===== config.mk =====
export PLATFORM = sky130hd
export DESIGN_NAME = spi_reg_slave
export DESIGN_NICKNAME = d
export VERILOG_FILES = /design/src/rtl/spi_reg_slave.sv
export SDC_FILE = /design/constraint.sdc
export NUM_CORES = 1
export LEC_CHECK = 0
export CAP_MARGIN = 10
export CORE_MARGIN = 2
export CORE_UTILIZATION = 40
export DETAILED_ROUTE_END_ITERATION = 16
export MAX_ROUTING_LAYER = met4
export PLACE_DENSITY = 0.61
export SLEW_MARGIN = 20
export SYNTH_ARGS = -nofsm -noshare
export SYNTH_HDL_FRONTEND = slang
export SYNTH_SLANG_ARGS = --single-unit

===== constraint.sdc =====
create_clock -name clk -period 4.1 [get_ports clk]
set_input_delay 0.82 -clock clk [delete_from_list [all_inputs] [get_ports clk]]
set_output_delay 0.82 -clock clk [all_outputs]
set_load 0.02 [all_outputs]

===== src/rtl/spi_reg_slave.sv =====
// spi_reg_slave
//   SPI mode-0 slave that turns host transactions into single-cycle register
//   read/write strobes in the clk domain. The first byte carries the direction
//   in bit 7 (1=write, 0=read) and the register number in bits 6:0. Every byte
//   after it is one data byte, and regnum optionally auto-increments.
//
//   state | meaning
//   IDLE  | deselected, or waiting for a fresh ss falling edge after rst
//   ADDR  | shifting in the address/direction byte
//   DATA  | shifting data bytes (write: strobe write, read: prefetch next)
//
// Ports
//   clk            system clock
//   rst            synchronous active-high reset
//   ss, sck, mosi  SPI inputs, asynchronous to clk
//   miso           SPI data out, 0 while deselected
//   regnum         current register number
//   regdata_read   read data for regnum (combinational from regnum)
//   regdata_write  write data, valid while write=1
//   read           1-cycle strobe, regdata_read is captured in this cycle
//   write          1-cycle strobe, register regnum <= regdata_write
module spi_reg_slave #(
   parameter int SYNC_STAGES = 2,
   parameter bit AUTO_INC    = 1'b1
) (
   input  logic       clk,
   input  logic       rst,
   input  logic       ss,
   input  logic       sck,
   input  logic       mosi,
   output logic       miso,
   output logic [6:0] regnum,
   input  logic [7:0] regdata_read,
   output logic [7:0] regdata_write,
   output logic       read,
   output logic       write
);

   typedef enum logic [1:0] {IDLE, ADDR, DATA} state_t;

   state_t                 state;
   logic [SYNC_STAGES-1:0] ss_sync;
   logic [SYNC_STAGES-1:0] sck_sync;
   logic [SYNC_STAGES-1:0] mosi_sync;
   logic                   ss_q;
   logic                   sck_q;
   logic [2:0]             bit_cnt;
   logic [6:0]             rx_shift;
   logic [7:0]             tx_shift;
   logic                   wr_mode;
   logic                   inc_pend;

   logic       ss_s, sck_s, mosi_s;
   logic       ss_fall, ss_rise, sck_rise, sck_fall, byte_done;
   logic [7:0] rx_byte;

   assign ss_s      = ss_sync[SYNC_STAGES-1];
   assign sck_s     = sck_sync[SYNC_STAGES-1];
   assign mosi_s    = mosi_sync[SYNC_STAGES-1];
   assign ss_fall   = ss_q & ~ss_s;
   assign ss_rise   = ~ss_q & ss_s;
   assign sck_rise  = ~sck_q & sck_s;
   assign sck_fall  = sck_q & ~sck_s;
   assign byte_done = sck_rise && (bit_cnt == 3'd7);
   assign rx_byte   = {rx_shift, mosi_s};

   always_ff @(posedge clk) begin
      if (rst) begin
         // ss chain and its edge register reset low: if ss is already low when
         // rst drops no falling edge appears, so the FSM waits for a new one.
         ss_sync       <= '0;
         sck_sync      <= '0;
         mosi_sync     <= '0;
         ss_q          <= 1'b0;
         sck_q         <= 1'b0;
         state         <= IDLE;
         bit_cnt       <= 3'd0;
         rx_shift      <= 7'd0;
         tx_shift      <= 8'd0;
         wr_mode       <= 1'b0;
         inc_pend      <= 1'b0;
         miso          <= 1'b0;
         regnum        <= 7'd0;
         regdata_write <= 8'd0;
         read          <= 1'b0;
         write         <= 1'b0;
      end else begin
         ss_sync   <= {ss_sync[SYNC_STAGES-2:0], ss};
         sck_sync  <= {sck_sync[SYNC_STAGES-2:0], sck};
         mosi_sync <= {mosi_sync[SYNC_STAGES-2:0], mosi};
         ss_q      <= ss_s;
         sck_q     <= sck_s;
         read      <= 1'b0;
         write     <= 1'b0;
         miso      <= (state != IDLE) && !ss_s && tx_shift[7];

         // Increment lands the cycle after the write strobe so the register
         // file sees a stable regnum while write is high.
         if (write && AUTO_INC)
            regnum <= regnum + 7'd1;

         // Read-mode data byte finished: bump regnum, then prefetch next cycle.
         if (inc_pend) begin
            inc_pend <= 1'b0;
            read     <= 1'b1;
            if (AUTO_INC)
               regnum <= regnum + 7'd1;
         end

         case (state)
            IDLE: begin
               if (ss_fall) begin
                  state    <= ADDR;
                  bit_cnt  <= 3'd0;
                  tx_shift <= 8'd0;
               end
            end
            ADDR, DATA: begin
               if (ss_rise) begin
                  state    <= IDLE;
                  inc_pend <= 1'b0;
                  read     <= 1'b0;
               end else begin
                  if (sck_rise) begin
                     rx_shift <= rx_byte[6:0];
                     bit_cnt  <= bit_cnt + 3'd1;
                  end
                  // No shift on the first falling edge of a byte: the freshly
                  // loaded MSB must stay on miso for the next rising edge.
                  if (sck_fall && (bit_cnt != 3'd0))
                     tx_shift <= {tx_shift[6:0], 1'b0};
                  if (byte_done) begin
                     if (state == ADDR) begin
                        regnum  <= rx_byte[6:0];
                        wr_mode <= rx_byte[7];
                        read    <= ~rx_byte[7];
                        state   <= DATA;
                     end else if (wr_mode) begin
                        write         <= 1'b1;
                        regdata_write <= rx_byte;
                     end else begin
                        inc_pend <= 1'b1;
                     end
                  end
               end
            end
            default: state <= IDLE;
         endcase

         // regnum already points at the target register while read is high.
         if (read)
            tx_shift <= regdata_read;
      end
   end

endmodule


# After elaboration in Yosys (flattened, before gate mapping)
# Cells that the tools add are included.
dict set report totals {
  memories 0
  input_bits 13
  latch_bits 0
  regBits 48
  ram_bits 0
  elab_cells 87
  rom_bits 0
}
dict set report op_classes {
  shift 0
  order_cmp 0
  bitwise 13
  n_reduce_logical 18
  n_eq_ne 11
  muxes 27
  add_sub_neg 2
  div 0
  multipliers 0
}
# op count
set op_table {}
lappend op_table {{$mux W7} 6}
lappend op_table {{$mux W8} 4}
lappend op_table {{$pmux W8 S2} 1}
lappend op_table {{$ne A3 B3 Y1 const B} 5}
lappend op_table {{$reduce_and A4 Y1} 3}
lappend op_table {{$mux W3} 3}
lappend op_table {{$not A1 Y1} 9}
lappend op_table {{$mux W2} 4}
lappend op_table {{$add A7 B1 Y7 const B} 1}
lappend op_table {{$mux W1} 7}
lappend op_table {{$ne A2 B2 Y1 const B} 3}
lappend op_table {{$pmux W3 S2} 1}
lappend op_table {{$reduce_and A3 Y1} 2}
lappend op_table {{$reduce_bool A3 Y1} 2}
lappend op_table {{$reduce_and A5 Y1} 1}
lappend op_table {{$reduce_or A5 Y1} 1}
lappend op_table {{$and A1 B1 Y1} 4}
lappend op_table {{$logic_and A1 B1 Y1} 4}
lappend op_table {{$pmux W2 S2} 1}
lappend op_table {{$reduce_bool A2 Y1} 2}
lappend op_table {{$add A3 B1 Y3 const B} 1}
lappend op_table {{$eq A3 B3 Y1 const B} 1}
lappend op_table {{$eq A2 B1 Y1 const B} 1}
lappend op_table {{$eq A2 B2 Y1 const B} 1}
lappend op_table {{other kinds (3)} 3}

# Longest topological paths before layout
dict set report depth {
  ltp_word 7
  ltp_mapped 8
  depth_no_buf 6
}

# Least setup slack after synthesis
# OpenSTA, ideal clock, no wires.
dict set report synth_path {
  kind {register to register}
  start {reg state[0]}
  end {reg regdata_write[0]}
  path_stages_with_launch 9
  t_arrival_ns 1.613
  synth_period_minus_slack_ns 1.685
  t_required_ns 4.028
  path_buffers 2
  path_slack_ns 2.415
  cell_sequence {dfxtp_1 > inv_1 > ha_1 > buf_6 > and3b_1 > nand3_1 > nor3b_2 > buf_4 > mux2i_1}
}
dict set report synth_between {
  elab_chain_len 3
}
# element line_no
set synth_rtl {}
lappend synth_rtl {{start, declared} 41} ;# state_t state;
lappend synth_rtl {{start signal, assigned} 76} ;# state <= IDLE;
lappend synth_rtl {{start signal, assigned} 113} ;# state <= ADDR;
lappend synth_rtl {{start signal, assigned} 120} ;# state <= IDLE;
lappend synth_rtl {{$eq A2 B1 Y1 / $eq A2 B2 Y1 (equally long branches)} {110, 133}}
lappend synth_rtl {{$reduce_or A2 Y1 / $not A1 Y1 (equally long branches)} n/a}
lappend synth_rtl {{$reduce_and A5 Y1 (no source line) *} n/a}
lappend synth_rtl {{end signal, assigned} 140} ;# regdata_write <= rx_byte;
lappend synth_rtl {{end, declared} 34} ;# output logic [7:0] regdata_write,
# Every way passes the cells marked *; elsewhere a longest branch is shown, timed or not.
# A chain may end at the register's enable or synchronous reset.

# Worst setup path after layout
dict set report layout_path {
  start {reg state[0]}
  end {reg regdata_write[4]}
}
# The elaborated chain is that of the path after synthesis.

==> results.md <==
- The number of I/O port buffers is 30.
- Of the total synthesized cell area, the portion taken by XOR and XNOR cells is 0.0227.
- Between clock sinks in the finished design, the worst skew comes to 9.96 ps.
- The number of iterations in the first detailed-routing pass is 4.
- The clock tree from TritonCTS is yes.
- At the worst endpoint, the arrival time is 2880 ps.
- The worst path buffer plus inverter count is 1.
- The area of all placed cells without fillers is 0.00272 mm².
- The slowest stage of the critical path belongs to the cell sky130_fd_sc_hd__nor3b_2.
- The worst IR drop on VDD is 0.269 mV.
- The share of the clock period used by the worst path is 0.645.
- The clock sink total is 48.
- The internal power of the cells totals 0.000702 W.
- The share of the Yosys chip area taken by registers is 0.416.
- The number of antenna violations at the first check in global routing was 0.
- For this design the static power due to leakage is 0.958 nW.
- The hold-fix buffer count after cts is 0.
- The post-detailed-routing wire length is 4180 µm.
- The initial core utilization is 0.417.
- The clock input transition at the sequential cells of the worst setup and hold paths is 90 ps.
- The run finished with clean final reports.
- The total number of H-tree levels is 2.
- The most used flip-flop cell after synthesis is sky130_fd_sc_hd__dfxtp_1.
- The area fraction in compound gates after synthesis is 0.147.
- The layer flagged by global routing as most heavily used is met1.
- The total overflow reported by the global router is 0.
- Synthesis produced a netlist with a net count of 255.
- The floorplan step defined a core boundary enclosing 0.00554 mm².
- The congestion estimate from routability-driven global placement came to 0.787.
- Timing would allow up to 378 MHz.
- The total die area is 0.00640 mm².
- The finished layout holds 331 standard cells, fillers aside.
- Of the total synthesized cell area, the portion taken by AND, OR, NAND and NOR gates is 0.201.
- The average wire length per cell after detail routing is 12.6 µm.
- Setup repair after global routing left no endpoint under its margin.
- The class of the most critical setup path is flop to flop.
- The analysis attributes to net switching a power of 0.000210 W.
- The buffer levels on the longest clock path is 2.
- Synthesis produced 235 cells.
- The adder and majority gate portion of the synthesized area is 0.0379.
- Entering global routing, the biggest net connects 68 pins.
- 31 I/O pins were placed.
- The maximum single-stage delay on the critical path is 730 ps.
- The reported max-cap violation count is 0.
- The global-route wire length before repair is 7110 µm.
- In this run the worst path has a maximum fanout of 17.
- In the global route stage, met2 resource usage came out at 0.202.
- The global router's overall resource usage is 0.146.
- The post-detailed-route DRC marker count is 0.
- The worst slew slack as a fraction of its limit is 0.311.
- The total clock buffers created by CTS is 5.
- The final setup violation count is 0.
- In this run the clock root is driven by a sky130_fd_sc_hd__clkbuf_8.
- The total number of vias is 1606.
- After detailed routing, the number of vias per cell comes to 4.85.
- Synthesis instantiated 47 different standard cells from the library.
- The capturing element type of the critical path is a flop.
- The total count of hold-check failures in the final report is 0.
- After detailed placement, the total cell area comes to 0.00259 mm².
- The number of placement rows is 27.
- The cell family contributing the most delay on the critical path is simple AND/OR/NAND/NOR gates.
- The post-synthesis register bit count is 48.
- Of all flip-flops after synthesis, the portion carrying an async set or reset was 0.
- Compared with the post-synthesis result, the final layout area differs by 17.5%.
- For met1 alone, demand over resource in global routing was 0.205.
- The repair_antennas step left the layout with diodes totalling 0.
- The post-synthesis instance area is 0.00231 mm².
- The synthesized area per cell is 9.83 µm².
- The share of total power dissipated in sequential elements is 0.522.
- The post-CTS setup repair buffer count is 0.
- In the final layout, the share of cells above drive strength 1 is 0.127.
- The number of global-route vias before repair is 1494.
- The number of cells in the design after placement is 323.
- The number of nets in the layout is 278.
- The insertion delay of the later-clocked pin in the worst-skew pair is 310 ps.
- In this run, post-CTS repair resized a total of 0 instances.
- The die extent in y is 80.0 µm.
- During synthesis, Yosys emitted a total of 0 warnings.
- In this run the worst hold path is classified as flop to flop.
- The HPWL after detailed placement is 2740 µm.
- The setup TNS after final layout is 0 ps.
- At the pin with the least slew margin, the transition time is 1030 ps.
- For the worst setup path, the data required time is 4330 ps.
- The detail route stage leaves a number of antenna-violating nets equal to 0.
- STA classifies the critical path startpoint as a flop.
- Of the total power, combinational logic draws 0.080.
- The number of design-rule violations left by the first detailed-router iteration is 73.
- The signal on the critical path passes through inv_1 > ha_1 > and3b_1 > nand3_1 > nor3b_2 > mux2i_1.
- The horizontal die dimension is 80.0 µm.
- After synthesis, the share of cell area in mux cells is 0.108.
- In this run, synthesis inferred 0 flip-flops with an integrated enable.
- For the finished layout, the period the worst path requires is 2650 ps.
- The max-slew violation total from the final report was 0.
- The met3 usage is 0.0305.
- Of the total power, the share spent switching nets is 0.230.
- For this design the ratio of total power to cell area is 336 mW/mm².
- Of the total power, the clock network draws 0.398.
- By area, the combinational part of the netlist is dominated by simple AND/OR/NAND/NOR gates.
-- cells by family after synthesis --
kind of cell | Yosys count
DFF | 48
AOI/OAI and AO/OA | 43
and+or+nand+nor | 78
muxes | 25
buffers and inverters | 28
adders and majority gates | 7
xor gates and xnor gates | 6
-- cell type report --
type,instances,area (µm²)
Timing Repair Buffer,30,295
Multi-Input combinational cell,159,1190
Fill cell,542,2830
Clock inverter,2,38.8
Tap cell,72,90.1
Clock buffer,6,82.6
Inverter,14,52.6
Sequential cell,48,961
-- power by group through the flow --
| stage | Sequential (W) | Clock (W) | Combinational (W) |
|---|---|---|---|
| after global routing | 0.000477 | 0.000391 | 0.0000803 |
| after CTS | 0.000476 | 0.000373 | 0.0000728 |
| after detailed placement | 0.000487 | 0 | 0.0000721 |
| after global placement | 0.000487 | 0 | 0.0000737 |
| after floorplan | 0.000486 | 0 | 0.0000579 |
| final | 0.000476 | 0.000364 | 0.0000728 |
-- final timing paths --
kind	start	to	slack, ps	cells after the start
worst min-delay path	sck_sync[0]	sck_sync[1]	440	1
worst max-delay path	state[0]	regdata_write[4]	1450	6
worst max register to register	state[0]	regdata_write[4]	1450	6
worst min register to register	sck_sync[0]	sck_sync[1]	440	1
-- state kept, by name, indices dropped and copies added, names as in the netlist, 2 cells and up --
signal	cells
state	2
mosi_sync	2
tx_shift	8
bit_cnt	3
regnum	7
regdata_write	8
rx_shift	7
sck_sync	2
ss_sync	2
-- cells in the mapped netlist (all sizes together) (2+ instances only) --
| cell type | number | area, µm² |
|---|---|---|
| dfxtp | 48 | 961 |
| xnor2 | 3 | 26.3 |
| o2111ai | 2 | 17.5 |
| inv | 14 | 52.6 |
| nand2 | 7 | 26.3 |
| a211oi | 7 | 57.6 |
| ha | 7 | 87.6 |
| a211o | 7 | 70.1 |
| a21oi | 10 | 50.1 |
| o21ai | 5 | 25.0 |
| mux2i | 25 | 250 |
| clkbuf | 8 | 51.3 |
| or2b | 7 | 61.3 |
| o41ai | 3 | 26.3 |
| xor2 | 3 | 26.3 |
| nand2b | 21 | 131 |
| nor2 | 21 | 78.8 |
| nor2b | 9 | 58.8 |
| and2b | 2 | 16.3 |
| nor3b | 2 | 20.0 |
| a21o | 2 | 15.0 |
| and2 | 2 | 12.5 |
| buf | 5 | 38.8 |
-- placed cells by master (no fill, tap or decap), types with 2 or more instances in the layout --
cell,Yosys,routed
sky130_fd_sc_hd__dfxtp_1,48,48
sky130_fd_sc_hd__clkdlybuf4s50_1,0,29
sky130_fd_sc_hd__mux2i_1,25,25
sky130_fd_sc_hd__nand2b_1,21,21
sky130_fd_sc_hd__nor2_1,21,21
sky130_fd_sc_hd__inv_1,14,14
sky130_fd_sc_hd__a21oi_1,10,10
sky130_fd_sc_hd__nor2b_1,8,8
sky130_fd_sc_hd__nand2_1,7,7
sky130_fd_sc_hd__or2b_2,7,7
sky130_fd_sc_hd__a211o_2,7,7
sky130_fd_sc_hd__ha_1,7,7
sky130_fd_sc_hd__a211oi_1,6,6
sky130_fd_sc_hd__clkbuf_8,2,6
sky130_fd_sc_hd__o21ai_0,5,5
sky130_fd_sc_hd__o41ai_1,3,3
sky130_fd_sc_hd__xor2_1,3,3
sky130_fd_sc_hd__xnor2_1,3,3
sky130_fd_sc_hd__o2111ai_1,2,2
sky130_fd_sc_hd__a21o_1,2,2
-- per-layer routing --
metal | share of wire | wire length (µm)
met2 | 0.40 | 1660
met1 | 0.55 | 2300
met4 | 0.016 | 68
met3 | 0.037 | 154
met5 | 0 | 0
-- through the flow --
step / hold WS (ps) / power [W] / util / setup slack [ps]
after floorplan: 412 / 0.000543 / - / 2420
after global placement: 420 / 0.000560 / 0.468 / 1590
after detailed placement: 427 / 0.000559 / 0.468 / 1470
after CTS: 447 / 0.000922 / 0.490 / 1460
after global routing: 466 / 0.000949 / 0.490 / 1270
final: 444 / 0.000912 / 0.490 / 1450
Note: power is estimated with default switching activity, not from simulation.
